File: config.mk
export PLATFORM = sky130hd
export DESIGN_NAME = rfile_mp
export DESIGN_NICKNAME = d
export VERILOG_FILES = /design/src/rtl/rf_pkg.sv /design/src/rtl/rf_clear_seq.sv /design/src/rtl/rfile_mp.sv
export SDC_FILE = /design/constraint.sdc
export NUM_CORES = 2
export LEC_CHECK = 0
export CELL_PAD_IN_SITES_DETAIL_PLACEMENT = 0
export CELL_PAD_IN_SITES_GLOBAL_PLACEMENT = 1
export CORE_MARGIN = 2
export CORE_UTILIZATION = 30
export CTS_CLUSTER_DIAMETER = 100
export CTS_CLUSTER_SIZE = 30
export DETAILED_ROUTE_END_ITERATION = 8
export PLACE_DENSITY = 0.63
export SETUP_SLACK_MARGIN = 0.2
export SYNTH_ARGS = -nofsm -noshare
export SYNTH_HDL_FRONTEND = slang
export SYNTH_SLANG_ARGS = --single-unit
export TNS_END_PERCENT = 5
File: constraint.sdc
create_clock -name clk -period 3.7 [get_ports clk]
set_input_delay 0.555 -clock clk [delete_from_list [all_inputs] [get_ports clk]]
set_output_delay 0.555 -clock clk [all_outputs]
set_load 0.01 [all_outputs]
File: src/rtl/rf_pkg.sv
`default_nettype none
// ============================================================================
// Module      : rf_pkg
// Description : Shared definitions for the multi-port register file: default
//               geometry constants and the clear/run state type that the
//               pipeline-stall logic also uses to interpret ready.
// Revision    : 1.0 - initial release
// ============================================================================
package rf_pkg;

    localparam int unsigned RF_REG_W  = 5;
    localparam int unsigned RF_REG_S  = 32;
    localparam int unsigned RF_DATA_W = 32;

    typedef enum logic [0:0] {
        CLEAR = 1'b0,
        RUN   = 1'b1
    } rf_state_e;

endpackage : rf_pkg
`default_nettype wire

File: src/rtl/rf_clear_seq.sv
`default_nettype none
// ============================================================================
// Module      : rf_clear_seq
// Description : Reset-triggered clear sequencer. After reset releases it walks
//               the clear index from 0 to REG_S-1, one entry per cycle, then
//               parks in RUN and raises ready.
// Ports       : clk, rst      - clock, synchronous active-high reset
//               clr_we        - zero the entry at clr_addr this cycle
//               clr_addr      - entry being cleared
//               ready         - registered; high once every entry is cleared
// Revision    : 1.0 - initial release
// ============================================================================
module rf_clear_seq
    import rf_pkg::*;
#(
    parameter int unsigned REG_W = RF_REG_W,
    parameter int unsigned REG_S = RF_REG_S
) (
    input  logic             clk,
    input  logic             rst,
    output logic             clr_we,
    output logic [REG_W-1:0] clr_addr,
    output logic             ready
);

    localparam logic [REG_W-1:0] C_LAST = REG_W'(REG_S - 1);

    rf_state_e        state_q, state_d;
    logic [REG_W-1:0] cnt_q, cnt_d;
    logic             ready_q, ready_d;

    always_comb begin
        state_d = state_q;
        cnt_d   = cnt_q;
        clr_we  = 1'b0;
        case (state_q)
            CLEAR: begin
                clr_we = ~rst;
                if (cnt_q == C_LAST) begin
                    state_d = RUN;
                end else begin
                    cnt_d = cnt_q + REG_W'(1);
                end
            end
            RUN:     state_d = RUN;
            default: state_d = CLEAR;
        endcase
        // ready tracks the state register so it rises on the same edge that
        // the last entry is cleared.
        ready_d = (state_d == RUN);
    end

    always_ff @(posedge clk) begin
        if (rst) begin
            state_q <= CLEAR;
            cnt_q   <= '0;
            ready_q <= 1'b0;
        end else begin
            state_q <= state_d;
            cnt_q   <= cnt_d;
            ready_q <= ready_d;
        end
    end

    assign clr_addr = cnt_q;
    assign ready    = ready_q;

endmodule : rf_clear_seq
`default_nettype wire

File: src/rtl/rfile_mp.sv
`default_nettype none
// ============================================================================
// Module      : rfile_mp
// Description : Register file with NR combinational read ports, two write
//               ports (port 1 has priority), optional same-cycle write-to-read
//               bypass, entry 0 hardwired to zero, and a clear sequencer that
//               zeroes the array after reset.
// Ports       : clk, rst            - clock, synchronous active-high reset
//               ra / rd             - packed read addresses / read data
//               we0, wa0, wd0       - write port 0 (ALU writeback)
//               we1, wa1, wd1       - write port 1 (load writeback, wins ties)
//               ready               - clear finished, writes accepted
// Revision    : 1.0 - initial release
// ============================================================================
module rfile_mp
    import rf_pkg::*;
#(
    parameter int unsigned REG_W  = RF_REG_W,
    parameter int unsigned REG_S  = RF_REG_S,
    parameter int unsigned DATA_W = RF_DATA_W,
    parameter int unsigned NR     = 2,
    parameter bit          BYPASS = 1'b1
) (
    input  logic                 clk,
    input  logic                 rst,
    input  logic [NR*REG_W-1:0]  ra,
    output logic [NR*DATA_W-1:0] rd,
    input  logic                 we0,
    input  logic [REG_W-1:0]     wa0,
    input  logic [DATA_W-1:0]    wd0,
    input  logic                 we1,
    input  logic [REG_W-1:0]     wa1,
    input  logic [DATA_W-1:0]    wd1,
    output logic                 ready
);

    logic             w_clr_we;
    logic [REG_W-1:0] w_clr_addr;
    logic             w_run;
    logic             w_wr_en;

    rf_clear_seq #(
        .REG_W (REG_W),
        .REG_S (REG_S)
    ) u_clear_seq (
        .clk      (clk),
        .rst      (rst),
        .clr_we   (w_clr_we),
        .clr_addr (w_clr_addr),
        .ready    (w_run)
    );

    assign ready   = w_run;
    // ready is high exactly while the sequencer is in RUN.
    assign w_wr_en = w_run & ~rst;

    logic [DATA_W-1:0] rf_q [REG_S];
    logic [DATA_W-1:0] rf_d [REG_S];

    // Per-entry address decode: addresses outside 1..REG_S-1 match no entry,
    // so out-of-range and x0 writes fall away without any wrap.
    always_comb begin
        rf_d[0] = '0;
        for (int unsigned e = 1; e < REG_S; e++) begin
            rf_d[e] = rf_q[e];
            if (w_clr_we) begin
                if (32'(w_clr_addr) == e) begin
                    rf_d[e] = '0;
                end
            end else if (w_wr_en) begin
                if (we0 && (32'(wa0) == e)) begin
                    rf_d[e] = wd0;
                end
                // Later assignment gives port 1 the priority on collisions.
                if (we1 && (32'(wa1) == e)) begin
                    rf_d[e] = wd1;
                end
            end
        end
    end

    always_ff @(posedge clk) begin
        rf_q <= rf_d;
    end

    for (genvar p = 0; p < int'(NR); p++) begin : g_rd
        logic [REG_W-1:0]  w_ra;
        logic [DATA_W-1:0] w_val;
        logic              w_hit;

        assign w_ra = ra[p*REG_W +: REG_W];

        always_comb begin
            w_val = '0;
            w_hit = (w_ra != '0) && (32'(w_ra) < REG_S);
            for (int unsigned e = 1; e < REG_S; e++) begin
                if (32'(w_ra) == e) begin
                    w_val = rf_q[e];
                end
            end
            if (BYPASS && w_run && w_hit) begin
                if (we1 && (wa1 == w_ra)) begin
                    w_val = wd1;
                end else if (we0 && (wa0 == w_ra)) begin
                    w_val = wd0;
                end
            end
        end

        assign rd[p*DATA_W +: DATA_W] = w_val;
    end : g_rd

endmodule : rfile_mp
`default_nettype wire

==> summary.txt <==
Synth
  • Synthesized instance count: approximately 8,000
  • Post-synth EDFFs: between 900 and 1,000
  • Distinct cell type count after synthesis: 98
  • Register bit count reported by yosys: roughly 1,000
  • Yosys warning count: 0
  • Syn avg cell area: 8.18 sq um
  • Cell area after technology mapping: 65,100 sq um
  • Ys flop type: sky130_fd_sc_hd__edfxtp_1
  • Post-synth net total: 8,056
  • FFs w/ async S/R, synth: 0
  • Share of synthesized area occupied by flip-flops and latches: 0.459

STA
  • Worst Tran Pin Value: between 1 and 1.5 ns
  • Final setup margin: -0.502 ns
  • FMAX: 0.238 GHz
  • Final critical-path required period: 4.20 ns
  • Post-Route Setup TNS: -17.41 ns
  • Number of hold violations in the final report: 0
  • Final setup skew: roughly 0.051 ns
  • Final critical-path share of the clock period: 1.14
  • Setup Viol. Count Final: 63
  • Max-slew violation count: 0
  • RSZ-0062 raised after global routing: yes
  • Worst-case headroom to the max-slew limit: 0.211

Power and ir drop
  • Clock group share of total power: 0.335
  • Switch Pwr: 11.5 mW
  • Cell-internal power: 19.4 mW
  • Sw Ratio: 0.373
  • Share of total power in combinational logic: 0.260
  • Power per standard cell area: 341 nW/um^2
  • Leakage power of the design: roughly 34 nW
  • Maximum resistive drop on vdd: 0.000432 V
  • Seq pwr share: 0.405

Clocking
  • Maximum buffer depth of the clock tree: 3
  • Cell at the root of the clock tree: sky130_fd_sc_hd__clkbuf_16
  • Cts hold-fix bufs: 0
  • CTS buffer count: 73
  • CTS clk-pin slew, worst paths: 0.10 ns
  • Clock latency of the later-clocked register in the worst-skew pair: 0.80 ns
  • CTS tree: built
  • Number of levels in the clock H-tree: 3
  • Clk sink count: 998

Worst setup path
  • Setup slack on the worst flop-to-flop path: 0.81 ns
  • Critical path class: input port to output pin
  • Launching point of the worst reg2reg path: u_clear_seq.state_q$_SDFF_PP0_
  • Destination of the worst register-to-register timing path: rf_q[252]$_SDFFCE_PP0P_
  • Critical path arrival: 3.65 ns
  • Crit start category: input port
  • Register-to-Register Path Depth: 6
  • Data required, critical path: 3.14 ns
  • Max FO, Critical Path: 24
  • Element type at the critical path end: output pin

Worst hold path
  • Critical hold path startpoint: rst
  • Hold worst-path end: u_clear_seq.clr_addr[2]$_SDFFE_PP0P_
  • Class of the worst hold path: input port to flop
  • Hold Path Cell Cnt: 2

GRT
  • Overall Global Routing Usage: 0.539
  • Grt ovf: 0
  • Initial antenna violation count: 82
  • First-pass GRT wire length: approximately 790,000 um
  • Via count of the first global-routing pass: between 70,000 and 80,000
  • Pin count of the biggest net entering global routing: 110

Cells and area
  • Relative area change from synthesis to final layout: 39.3%
  • Post-route insts no fill: 12,077
  • Final nets: 9,214
  • Final std cell area, no fill: 90,700 sq um
  • Layout cell share with drive strength beyond 1: 0.297

Floorplan
  • Row count: 171
  • Number of top-level pins: 153
  • Die Area: 221,000 sq um
  • Core Area: 217,000 sq um
  • Starting density of the core: 0.301
  • DIE HEIGHT: 470 um
  • Horiz. Die Dim: 470 um

Route
  • Number of vias in the routed layout: 83,236
  • Number of iterations in the first detailed-routing pass: 9
  • Routed Antenna Nets: 0
  • 1st-iter DRT viols: 18,181
  • Final wirelength: 617,000 um
  • Wire length per cell after detailed routing: 51.1 um
  • Vias/cell: 6.89
  • DRC viols: 0

Flow run
  • Reported max-cap violation count: 0

Placed design
  • Placed instance area: 83,100 sq um
  • IO buf count: 152
  • Final HPWL from detailed placement: 474,000 um
  • Dpl ws: -2.55 ns
  • Placed instance count: approximately 12,000
  • Placer's final routability congestion estimate: around 1.2

Outcome
  • Failing checks: negative setup slack
  • Run status: finished with violations
[per-layer routing]
metal | track usage | vias to the layer above | part of all wire
li1 | - | 31213 | -
met1 | 0.671 | 41567 | 0.36
met2 | 0.728 | 8432 | 0.38
met3 | 0.226 | 1996 | 0.15
met4 | 0.414 | 28 | 0.099
met5 | 0.0117 | - | 0.00091
[logic make-up after synthesis]
kind of cell / share of synthesized area
xor+xnor: 0.00309
fa+ha+maj: 0.00115
compound gates: 0.256
buf+inv: 0.0570
simple gates: 0.193
flops: 0.459
mux: 0.0300
[synthesized netlist by cell type (all sizes together), types with 16 or more instances]
library cell / number / area, sq um
a221oi: 67 / 587
nor3b: 17 / 154
a222oi: 21 / 210
nor4: 24 / 150
inv: 21 / 78.8
o211ai: 38 / 285
nand2: 2269 / 8520
nor2b: 53 / 332
nand4: 19 / 119
o22ai: 222 / 1390
o221ai: 93 / 815
or3: 18 / 118
mux2i: 102 / 1020
nand3: 76 / 385
a22oi: 189 / 1420
o22a: 50 / 438
a31oi: 42 / 263
and3: 20 / 125
o21ai: 394 / 1980
nor3: 75 / 380
o21a: 16 / 120
buf: 288 / 1270
mux2: 59 / 664
edfxtp: 992 / 29800
a21oi: 1340 / 6710
nor2: 384 / 1460
a22o: 38 / 333
clkbuf: 626 / 2360
a221o: 19 / 190
nand2b: 37 / 231
a211oi: 42 / 315
[cell usage in the layout, fill, tap and decap left out, types with 147 or more instances in the layout]
master                     instances
sky130_fd_sc_hd__buf_4          1430
sky130_fd_sc_hd__buf_12          266
sky130_fd_sc_hd__edfxtp_1        992
sky130_fd_sc_hd__a21oi_1        1284
sky130_fd_sc_hd__o21ai_0         336
sky130_fd_sc_hd__o22ai_1         205
sky130_fd_sc_hd__a22oi_1         177
sky130_fd_sc_hd__nor2_1          277
sky130_fd_sc_hd__buf_6           147
sky130_fd_sc_hd__nand2_1        2229
[power by group through the flow]
stage / combinational [mW] / clock (mW) / sequential [mW]
5_1_grt: 7.85 / 10.6 / 12.5
3_5_place_dp: 6.91 / 0 / 12.8
2_1_floorplan: 2.39 / 0 / 12.8
3_3_place_gp: 6.89 / 0 / 12.8
4_1_cts: 7.40 / 10.3 / 12.5
6_report: 8.02 / 10.4 / 12.5
[final cells by class]
cell class | count | area, sq um
timing repair buffer | 1997 | 19200
fill | 21587 | 126000
clock buffer | 75 | 1830
clock inverter | 58 | 1040
sequential | 998 | 29900
tap | 2854 | 3570
antenna | 45 | 113
inverter | 22 | 96.3
multi-input combinational | 6028 | 35000
[worst max-delay path, cell delays in order]
cell and delay [ns]:
sky130_fd_sc_hd__buf_16 0.20, sky130_fd_sc_hd__buf_16 0.22, sky130_fd_sc_hd__buf_12 0.19, sky130_fd_sc_hd__mux2_2 0.35, sky130_fd_sc_hd__a221oi_2 0.23, sky130_fd_sc_hd__a2bb2oi_1 0.25, sky130_fd_sc_hd__buf_4 0.17, sky130_fd_sc_hd__o211ai_1 0.39
sky130_fd_sc_hd__buf_4 0.33, sky130_fd_sc_hd__a2111oi_4 0.31, sky130_fd_sc_hd__buf_4 0.20, sky130_fd_sc_hd__nor3_4 0.04, sky130_fd_sc_hd__buf_6 0.13
[sequential cells by signal, summed over array words and instances, names as in the netlist]
signal                count
u_clear_seq.clr_addr      5
u_clear_seq.state_q       1
rf_q                    992
[how the worst max path moves through the flow]
stage	from	end	slack, ns	cells after the start
6_report	ra[1]	rd[24]	-0.50	13
5_1_grt	rf_q[984]$_SDFFCE_PP0P_	rd[24]	-0.43	11
4_1_cts	rf_q[883]$_SDFFCE_PP0P_	rd[19]	-0.30	12
3_5_place_dp	ra[4]	rd[27]	-2.55	14
3_3_place_gp	ra[3]	rd[27]	-2.49	14
2_1_floorplan	we1	rf_q[480]$_SDFFCE_PP0P_	0.36	7
[stage by stage]
| step | hold WS, ns | util | power, mW |
|---|---|---|---|
| finish | 0.126 | 0.419 | 30.9 |
| floorplan | 0.499 | - | 15.1 |
| detailed placement | 0.531 | 0.384 | 19.7 |
| global placement | 0.519 | 0.384 | 19.7 |
| global route | 0.142 | 0.419 | 31.0 |
| CTS | 0.102 | 0.416 | 30.2 |
[what timing repair did]
item	CTS	global route
buffers inserted	84	0
resized for setup	923	106
endpoints found under the setup margin	64	64
cloned	5	0
pin swaps	141	35
(Power assumes the default switching activity.)
